--- src/rtl/stack_unit.sv ---
// LIFO operand stack: one push/pop/replace per cycle, combinational top-of-stack,
// sticky overflow/underflow flags cleared by err_clr.
module stack_unit #(
    parameter int WIDTH = 8,
    parameter int DEPTH = 16,
    parameter int AW    = 4
) (
    input  logic             clk,
    input  logic             rst_n,
    input  logic             push,
    input  logic             pop,
    input  logic [WIDTH-1:0] din,
    input  logic             err_clr,
    output logic [WIDTH-1:0] dout,
    output logic [AW:0]      count,
    output logic             empty,
    output logic             full,
    output logic             ovf,
    output logic             udf
);

    localparam logic [AW:0] FULL_CNT = (AW+1)'(DEPTH);
    localparam logic [AW:0] ONE_CNT  = (AW+1)'(1);

    logic [WIDTH-1:0] mem_q [DEPTH];
    logic [AW:0]      count_q, count_d;
    logic             ovf_q, ovf_d;
    logic             udf_q, udf_d;
    logic             wr_en;
    logic [AW-1:0]    wr_addr;
    logic [AW-1:0]    top_idx;

    // Low AW bits minus one wraps to DEPTH-1 when full; the empty case is masked below.
    assign top_idx = count_q[AW-1:0] - AW'(1);

    assign empty = (count_q == '0);
    assign full  = (count_q == FULL_CNT);
    assign dout  = empty ? '0 : mem_q[top_idx];
    assign count = count_q;
    assign ovf   = ovf_q;
    assign udf   = udf_q;

    always_comb begin
        count_d = count_q;
        ovf_d   = ovf_q;
        udf_d   = udf_q;
        wr_en   = 1'b0;
        wr_addr = count_q[AW-1:0];
        if (err_clr) begin
            ovf_d = 1'b0;
            udf_d = 1'b0;
        end
        unique case ({push, pop})
            2'b10: begin
                if (!full) begin
                    wr_en   = 1'b1;
                    count_d = count_q + ONE_CNT;
                end else begin
                    ovf_d = 1'b1;
                end
            end
            2'b01: begin
                if (!empty) begin
                    count_d = count_q - ONE_CNT;
                end else begin
                    udf_d = 1'b1;
                end
            end
            2'b11: begin
                wr_en = 1'b1;
                if (empty) begin
                    count_d = ONE_CNT;
                end else begin
                    wr_addr = top_idx;
                end
            end
            default: ;
        endcase
    end

    always_ff @(posedge clk) begin
        if (!rst_n) begin
            count_q <= '0;
            ovf_q   <= 1'b0;
            udf_q   <= 1'b0;
        end else begin
            count_q <= count_d;
            ovf_q   <= ovf_d;
            udf_q   <= udf_d;
        end
    end

    always_ff @(posedge clk) begin
        if (rst_n && wr_en) begin
            mem_q[wr_addr] <= din;
        end
    end

endmodule
--- config.mk ---
export PLATFORM = sky130hd
export DESIGN_NAME = stack_unit
export DESIGN_NICKNAME = d
export VERILOG_FILES = /design/src/rtl/stack_unit.sv
export SDC_FILE = /design/constraint.sdc
export NUM_CORES = 1
export LEC_CHECK = 0
export BUFFER_PORTS_ARGS = -buffer_cell sky130_fd_sc_hd__buf_2
export CAP_MARGIN = 20
export CORE_ASPECT_RATIO = 0.6
export CORE_MARGIN = 2
export CORE_UTILIZATION = 55
export CTS_BUF_LIST = sky130_fd_sc_hd__clkbuf_4 sky130_fd_sc_hd__clkbuf_8 sky130_fd_sc_hd__clkbuf_16
export DETAILED_ROUTE_END_ITERATION = 10
export GPL_ROUTABILITY_DRIVEN = 0
export PLACE_DENSITY_LB_ADDON = 0.05
export SYNTH_ARGS = -nofsm -noshare
export SYNTH_HDL_FRONTEND = slang
export SYNTH_SLANG_ARGS = --single-unit
--- constraint.sdc ---
create_clock -name clk -period 2.65 [get_ports clk]
set_input_delay 0.53 -clock clk [delete_from_list [all_inputs] [get_ports clk]]
set_output_delay 0.53 -clock clk [all_outputs]
set_load 0.005 [all_outputs]
==> results_dict.tcl, run 1 <==
set metrics [dict create \
    relSlewSlack 0.643 \
    drtIter0Drc 296 \
    critPathKind "reg -> out" \
    grt_max_degree 17 \
    drt-wirelength-per-cell_um 22.3 \
    post-route-period-util 1.01 \
    crit_path_max_incr_delay_ps 380 \
    grt_pass1_wl_um 18200 \
    ir_drop_mv 0.689 \
    final_cell_mix "edfxtp_1, buf_4, mux4_2" \
    path_max_fanout 9 \
    critPathLaunch "count[0]" \
    pwr_density_cell_mw_per_mm2 960 \
    synthTopCellsByArea "edfxtp_1, mux4_2, mux2i_1" \
    drive_gt1_frac 0.422 \
    synth_area_leader_cell "edfxtp_1" \
    path_cells "inv_4 > ha_4 > buf_12 > mux4_2 > mux2i_2 > o22ai_2 > buf_2" \
    hold_viol 0 \
    cts_sinks 135 \
    final_cell_area_mm2 0.00706 \
    p_leak_nw 2.48 \
    ios 30 \
    htree_num_levels 4 \
    end_kind "output port" \
    r2r_start "count[3]" \
    setup_viol 2 \
    cts-root-buf "clkbuf_16" \
    chipWidth_um 136 \
    cp.required_ps 2120 \
    ys_warn_count 0 \
    vias_per_cell 5.82 \
    synthArstFlopShare 0 \
    syn_nets 320 \
    ys_seq_area_frac 0.697 \
    ys_ff_latch 135 \
    antenna_found_initial 0 \
    violations "negative setup slack" \
    clk_latency_ps 400 \
    placementRows 28 \
    rsz0062_at_grt "true" \
    num_vias 3089 \
    critPathCapture "dout[6]" \
    nets 402 \
    gr-total-overflow 0 \
    worst_path_max_delay_cell "dfxtp_4" \
    synth_cell_types 43 \
    grt_pass1_vias 3081 \
    path_buf_inv 3 \
    fin_worst_skew_ps 5.98 \
    layout_min_cycle_time_ps 2670 \
    cp.depth 7 \
    run_status "finished, violations left" \
    drc 0 \
    place_area_mm2 0.00624 \
    cts_tree "built" \
    dieHeight_um 83.0 \
    timing.final.max_slew_violations 0 \
    r2r-end "mem_q[11][3]" \
    cts_buffers 17 \
    mostFrequentLayoutCell "edfxtp_1" \
    fmax_mhz 374 \
    dr.pass1.iters 5 \
    cts.clk_slew.worst_paths_ps 50 \
    portBuffers 29 \
    synth_edf_count 128 \
    worst_pin_slew_ps 532 \
    grt_usage 0.230 \
    hold_buffers 0 \
    rr_worst_depth 7 \
    crit_path_start_kind "register" \
    dp_hpwl_um 7400 \
    area_growth_pct 23.4 \
    hold_class "in -> reg" \
    diodes 0 \
    core_mm2 0.00998 \
    antenna_left 0 \
    worst_slack_ps -20.5 \
    synth_top_area_share 0.672 \
    start_util 0.573 \
    synthesis.area_mm2 0.00572 \
    maxCapViolCount 0 \
    setup_tns_ps -39.1 \
    syn_inst 301 \
    synth_ff_type "edfxtp_1" \
    die_area_mm2 0.0113 \
    path_delay_family "multiplexers" \
    avgSynthCellArea_um2 19.0 \
    routed_wl_um 11900 \
    critPathArrivalTime_ps 2140 \
    r2r_setup_slack_ps 270 \
    clk_path_buf_depth 2 \
]
## Yosys cell counts, types with 3 or more instances
| library cell | count |
|---|---|
| edfxtp_1 | 128 |
| mux4_2 | 33 |
| mux2i_1 | 19 |
| nor2_1 | 18 |
| nand2_1 | 9 |
| o22ai_1 | 9 |
| a21oi_1 | 8 |
| inv_1 | 8 |
| dfxtp_1 | 7 |
| nor2b_1 | 6 |
| buf_2 | 5 |
| ha_1 | 5 |
| nand2b_1 | 5 |
| a31oi_4 | 3 |
| xnor2_1 | 3 |
## metal layers
| metal | vias up | wire length (um) | global-route usage |
|---|---|---|---|
| met3 | 4 | 1240 | 0.0604 |
| met5 | - | 0 | 0 |
| met1 | 1566 | 5390 | 0.367 |
| li1 | 1390 | - | - |
| met2 | 129 | 5190 | 0.311 |
| met4 | 0 | 42 | 0.0691 |
## how the worst min path moves through the flow
stage | startpoint | endpoint | slack, ps | depth (start not counted)
global placement | ovf | ovf | 590 | 3
CTS | rst_n | count[1] | 450 | 2
floorplan | ovf | ovf | 590 | 3
global route | rst_n | count[4] | 460 | 2
finish | rst_n | count[0] | 470 | 2
detailed placement | count[1] | count[1] | 610 | 2
## repair_timing
action / in CTS / in global routing
resized for setup: 18 / 6
endpoints found under the setup margin: 8 / 8
cloned: 4 / 1
hold endpoints to repair: 0 / 0
setup buffers: 8 / 1
pin swaps: 3 / 6
## through the flow
| step | hold WS [ps] | std cells | utilization | total power [mW] | setup WS, ps |
|---|---|---|---|---|---|
| 6_report | 474 | 531 | 0.707 | 6.78 | -20.5 |
| 5_1_grt | 457 | 531 | 0.707 | 7.08 | -81.9 |
| 4_1_cts | 447 | 531 | 0.706 | 6.82 | -43.2 |
| 3_5_place_dp | 608 | 487 | 0.625 | 4.23 | 218 |
| 3_3_place_gp | 592 | 487 | 0.625 | 4.22 | 266 |
| 2_1_floorplan | 591 | 301 | - | 3.71 | 5.32 |
## state kept, by name (all words and copies together) (netlist names)
signal / flops
udf: 1
mem_q: 128
ovf: 1
count: 5
## where the power goes
| part | leakage [nW] | switching, mW | internal, mW | total, mW |
|---|---|---|---|---|
| clock | 0.261 | 0.837 | 1.30 | 2.13 |
| sequential | 1.21 | 0.0387 | 2.42 | 2.46 |
| combinational | 1.00 | 1.04 | 1.14 | 2.18 |
| total | 2.48 | 1.92 | 4.86 | 6.78 |
## cells by family (layout without fill, tap and decap cells)
group,Yosys count,in the layout,synth area share
compound gates,28,28,0.0383
xor+xnor,4,4,0.00941
fa+ha+maj,6,6,0.0144
buf+inv,21,116,0.0199
flops,135,135,0.697
mux,52,52,0.163
simple gates,55,55,0.0578
## final cells by class
type	count	area, um2
clock buffer	18	439
clock inverter	14	110
sequential	135	3990
tap	135	169
fill	646	2930
timing repair buffer	76	649
multi-input combinational	145	1670
inverter	8	32.5
No activity file was read; power rests on OpenSTA's default activity.
==> run 2, diff against run 1 <==
Settings changed: RECOVER_POWER set to 25.
==> results_dict.tcl, run 2 (synthesis results as in run 1) <==
set metrics [dict create \
    cts_tree "built" \
    r2r_setup_slack_ps 270 \
    r2r_start "count[3]" \
    worstHoldEndpoint "count[0]" \
    cp.required_ps 2120 \
    drtIter0Drc 298 \
    violations "negative setup slack" \
    htree_num_levels 4 \
    hold_slack_ps 471 \
    timing.final.max_slew_violations 0 \
    core_mm2 0.00998 \
    utilization 0.706 \
    cts.clk_slew.worst_paths_ps 50 \
    drc 0 \
    hold_buffers 0 \
    die_area_mm2 0.0113 \
    post-route-period-util 1.01 \
    grt_pass1_vias 3081 \
    hp-start "rst_n" \
    hold_viol 0 \
    ios 30 \
    start_util 0.573 \
    largest_reg_flops 128 \
    critPathArrivalTime_ps 2150 \
    crit_path_start_kind "register" \
    clk_latency_ps 400 \
    critPathKind "reg -> out" \
    relSlewSlack 0.567 \
    rsz0062_at_grt "true" \
    placementRows 28 \
    diodes 0 \
    final_cell_mix "edfxtp_1, buf_4, mux4_2" \
    mostFrequentLayoutCell "edfxtp_1" \
    path_max_fanout 8 \
    dr.pass1.iters 4 \
    r2r-end "mem_q[11][3]" \
    grt_pass1_wl_um 18200 \
    maxCapViolCount 0 \
    antenna_found_initial 0 \
    setup_tns_ps -40.8 \
    layout_min_cycle_time_ps 2680 \
    antenna_left 0 \
    drive_gt1_frac 0.409 \
    area_growth_pct 23.3 \
    worst_path_max_delay_cell "dfxtp_4" \
    worst_pin_slew_ps 650 \
    drt-wirelength-per-cell_um 22.4 \
    chipWidth_um 136 \
    path_buf_inv 4 \
    p_total_mw 6.77 \
    num_vias 3101 \
    path_delay_family "multiplexers" \
    cts_buffers 17 \
    run_status "finished, violations left" \
    setup_viol 2 \
    path_cells "inv_4 > ha_4 > buf_12 > buf_16 > mux4_2 > mux2i_1 > o22ai_2 > buf_2" \
    pre_cts_ws_ps 218 \
    worstHoldPathCells 2 \
    dp_hpwl_um 7400 \
    routed_wl_um 11900 \
    portBuffers 29 \
    end_kind "output port" \
    pwr_density_cell_mw_per_mm2 961 \
    fmax_mhz 374 \
    dieHeight_um 83.0 \
    cts-root-buf "clkbuf_16" \
    fin_worst_skew_ps 10.3 \
    grt_usage 0.230 \
    ir_drop_mv 0.689 \
    regMostFlops "mem_q" \
    grt_max_degree 17 \
    hold_class "in -> reg" \
    nets 402 \
    cts_sinks 135 \
    worst_slack_ps -25.4 \
    clk_path_buf_depth 2 \
    vias_per_cell 5.84 \
    gr-total-overflow 0 \
    crit_path_max_incr_delay_ps 380 \
    rr_worst_depth 7 \
    p_leak_nw 2.46 \
]
## run 2: cell count changes in the layout (fill, tap and decap cells not counted)
cell,previous run,this run
clkbuf_1,0,5
buf_2,29,24
## run 2: repair_timing
action                                  in CTS  in global routing
resized for setup                           18                  6
setup buffers                                8                  1
endpoints found under the setup margin       8                  8
pin swaps                                    3                  6
cloned                                       4                  1
## run 2: per-stage QoR
step,instances,cell area [um2]
2_1_floorplan,301,5720
3_3_place_gp,487,6240
3_5_place_dp,487,6240
4_1_cts,531,7050
5_1_grt,531,7050
6_report,531,7050
## run 2: routing by layer
| layer | wire length, um | GRT usage | part of all wire | vias to the layer above |
|---|---|---|---|---|
| li1 | - | - | - | 1391 |
| met1 | 5540 | 0.367 | 0.46 | 1587 |
| met2 | 5230 | 0.311 | 0.44 | 121 |
| met3 | 1110 | 0.0604 | 0.093 | 2 |
| met4 | 28 | 0.0691 | 0.0024 | 0 |
| met5 | 0 | 0 | 0 | - |
## run 2: report_power, final
part / total [mW] / leakage (nW) / internal (mW) / switching (mW)
clock: 2.13 / 0.261 / 1.30 / 0.835
combinational: 2.18 / 0.991 / 1.14 / 1.05
sequential: 2.46 / 1.21 / 2.42 / 0.0386
## run 2: worst max path at each step
stage | from | end | slack (ps) | cells past startpoint
finish | count[0] | dout[5] | -30 | 8
global route | count[0] | dout[4] | -80 | 8
CTS | count[0] | dout[0] | -40 | 8
detailed placement | count[0] | dout[6] | 220 | 7
global placement | count[0] | dout[6] | 270 | 7
floorplan | count[0] | mem_q[5][0] | 5 | 9
## run 2: final cells by class
class | instances | area [um2]
Sequential cell | 135 | 3990
Fill cell | 646 | 2940
Multi-Input combinational cell | 145 | 1670
Timing Repair Buffer | 76 | 643
Clock buffer | 18 | 439
Tap cell | 135 | 169
Clock inverter | 14 | 110
Inverter | 8 | 32.5
==> run 3, diff against run 2 <==
Settings changed: CORE_ASPECT_RATIO 0.6 to 1.1, CORE_UTILIZATION 55 to 60.
Clock period 2.65 ns to 2.6 ns, I/O delays scaled along.
==> results_dict.tcl, run 3 (synthesis results as in run 1) <==
set metrics [dict create \
    core_mm2 0.00931 \
    cts-root-buf "clkbuf_8" \
    placementRows 37 \
    cp.required_ps 2080 \
    drc 0 \
    dpl.cell_count 464 \
    finalNonFillerCells 521 \
    drt-wirelength-per-cell_um 26.4 \
    grt_pass1_wl_um 19900 \
    drtIter0Drc 315 \
    clk_path_buf_depth 2 \
    path_buf_inv 4 \
    cts_tree "built" \
    dp_hpwl_um 7530 \
    grt_usage 0.274 \
    antenna_found_initial 0 \
    hold_viol 0 \
    largest_reg_flops 128 \
    hold_slack_ps 312 \
    layout_min_cycle_time_ps 2820 \
    setup_viol 8 \
    violations "negative setup slack" \
    ios 30 \
    mostFrequentLayoutCell "edfxtp_1" \
    path_delay_family "multiplexers" \
    worst_slack_ps -218 \
    ir_drop_mv 0.702 \
    r2r_setup_slack_ps 160 \
    grt_max_degree 19 \
    nets 410 \
    die_area_mm2 0.0103 \
    hold_class "in -> reg" \
    critPathArrivalTime_ps 2300 \
    fmax_mhz 355 \
    regMostFlops "mem_q" \
    r2r_start "count[0]" \
    critPathKind "reg -> out" \
    timing.final.max_slew_violations 0 \
    clk_latency_ps 530 \
    worst_path_max_delay_cell "dfxtp_4" \
    p_leak_nw 2.54 \
    path_max_fanout 8 \
    start_util 0.614 \
    hold_buffers 0 \
    final_cell_mix "edfxtp_1, buf_4, mux4_2" \
    relSlewSlack 0.474 \
    chipWidth_um 97.1 \
    utilization 0.779 \
    diodes 0 \
    fillCellCount 518 \
    antenna_left 0 \
    vias_per_cell 6.18 \
    r2r-end "mem_q[5][2]" \
    critPathLaunch "count[0]" \
    path_cells "inv_4 > ha_4 > buf_6 > buf_16 > mux4_2 > mux2i_2 > o22ai_2 > buf_2" \
    dr.pass1.iters 5 \
    post-route-period-util 1.08 \
    maxCapViolCount 0 \
    crit_path_start_kind "register" \
    rsz0062_at_grt "true" \
    end_kind "output port" \
    cp.depth 8 \
    worst_pin_slew_ps 789 \
    run_status "finished, violations left" \
    dieHeight_um 106 \
    gr-total-overflow 0 \
    critPathCapture "dout[6]" \
    seq_area_mm2 0.00399 \
    fin_worst_skew_ps 10.5 \
    cts_buffers 17 \
    pwr_density_cell_mw_per_mm2 1030 \
    num_vias 3222 \
    routed_wl_um 13800 \
    portBuffers 29 \
    multiInputGateArea_mm2 0.00175 \
    p_total_mw 7.50 \
    rr_worst_depth 8 \
    grt_pass1_vias 3209 \
    setup_tns_ps -1470 \
    drive_gt1_frac 0.458 \
    cts.clk_slew.worst_paths_ps 60 \
    area_growth_pct 26.8 \
    cts_sinks 135 \
    htree_num_levels 4 \
    crit_path_max_incr_delay_ps 370 \
]
-- run 3: worst min path at each step --
stage / slack, ps / start / endpoint / depth (start not counted)
3_5_place_dp: 590 / ovf / ovf / 3
3_3_place_gp: 580 / ovf / ovf / 3
6_report: 310 / rst_n / ovf / 2
4_1_cts: 290 / rst_n / ovf / 2
2_1_floorplan: 590 / ovf / ovf / 3
5_1_grt: 310 / rst_n / count[1] / 2
-- run 3: metrics by stage --
stage | cell area (um2) | setup WS (ps)
6_report | 7250 | -218
5_1_grt | 7250 | -323
4_1_cts | 7110 | -244
3_5_place_dp | 6200 | 154
3_3_place_gp | 6200 | 161
2_1_floorplan | 5760 | -18.7
-- run 3: what timing repair did --
action / in CTS / in global routing
cloned: 4 / 2
buffers inserted: 11 / 9
endpoints found under the setup margin: 8 / 16
gates resized for setup: 22 / 11
pin swaps: 3 / 10
-- run 3: power by group --
group	leakage, nW	internal, mW	switching (mW)
clock	0.285	1.47	0.846
sequential	1.21	2.47	0.0406
combinational	1.05	1.44	1.23
-- run 3: metal layers --
metal	vias up	track usage	share of wire	wire length, um
li1	1407	-	-	-
met1	1647	0.385	0.41	5620
met2	152	0.438	0.50	6950
met3	16	0.0618	0.073	1010
met4	0	0.0835	0.014	194
met5	-	0	0	0
-- run 3: cell type report --
cell class | instances | area share
Multi-Input combinational cell | 145 | 0.242
Clock buffer | 20 | 0.0603
Inverter | 8 | 0.00449
Timing Repair Buffer | 84 | 0.104
Tap cell | 117 | 0.0202
Clock inverter | 12 | 0.0185
Sequential cell | 135 | 0.550
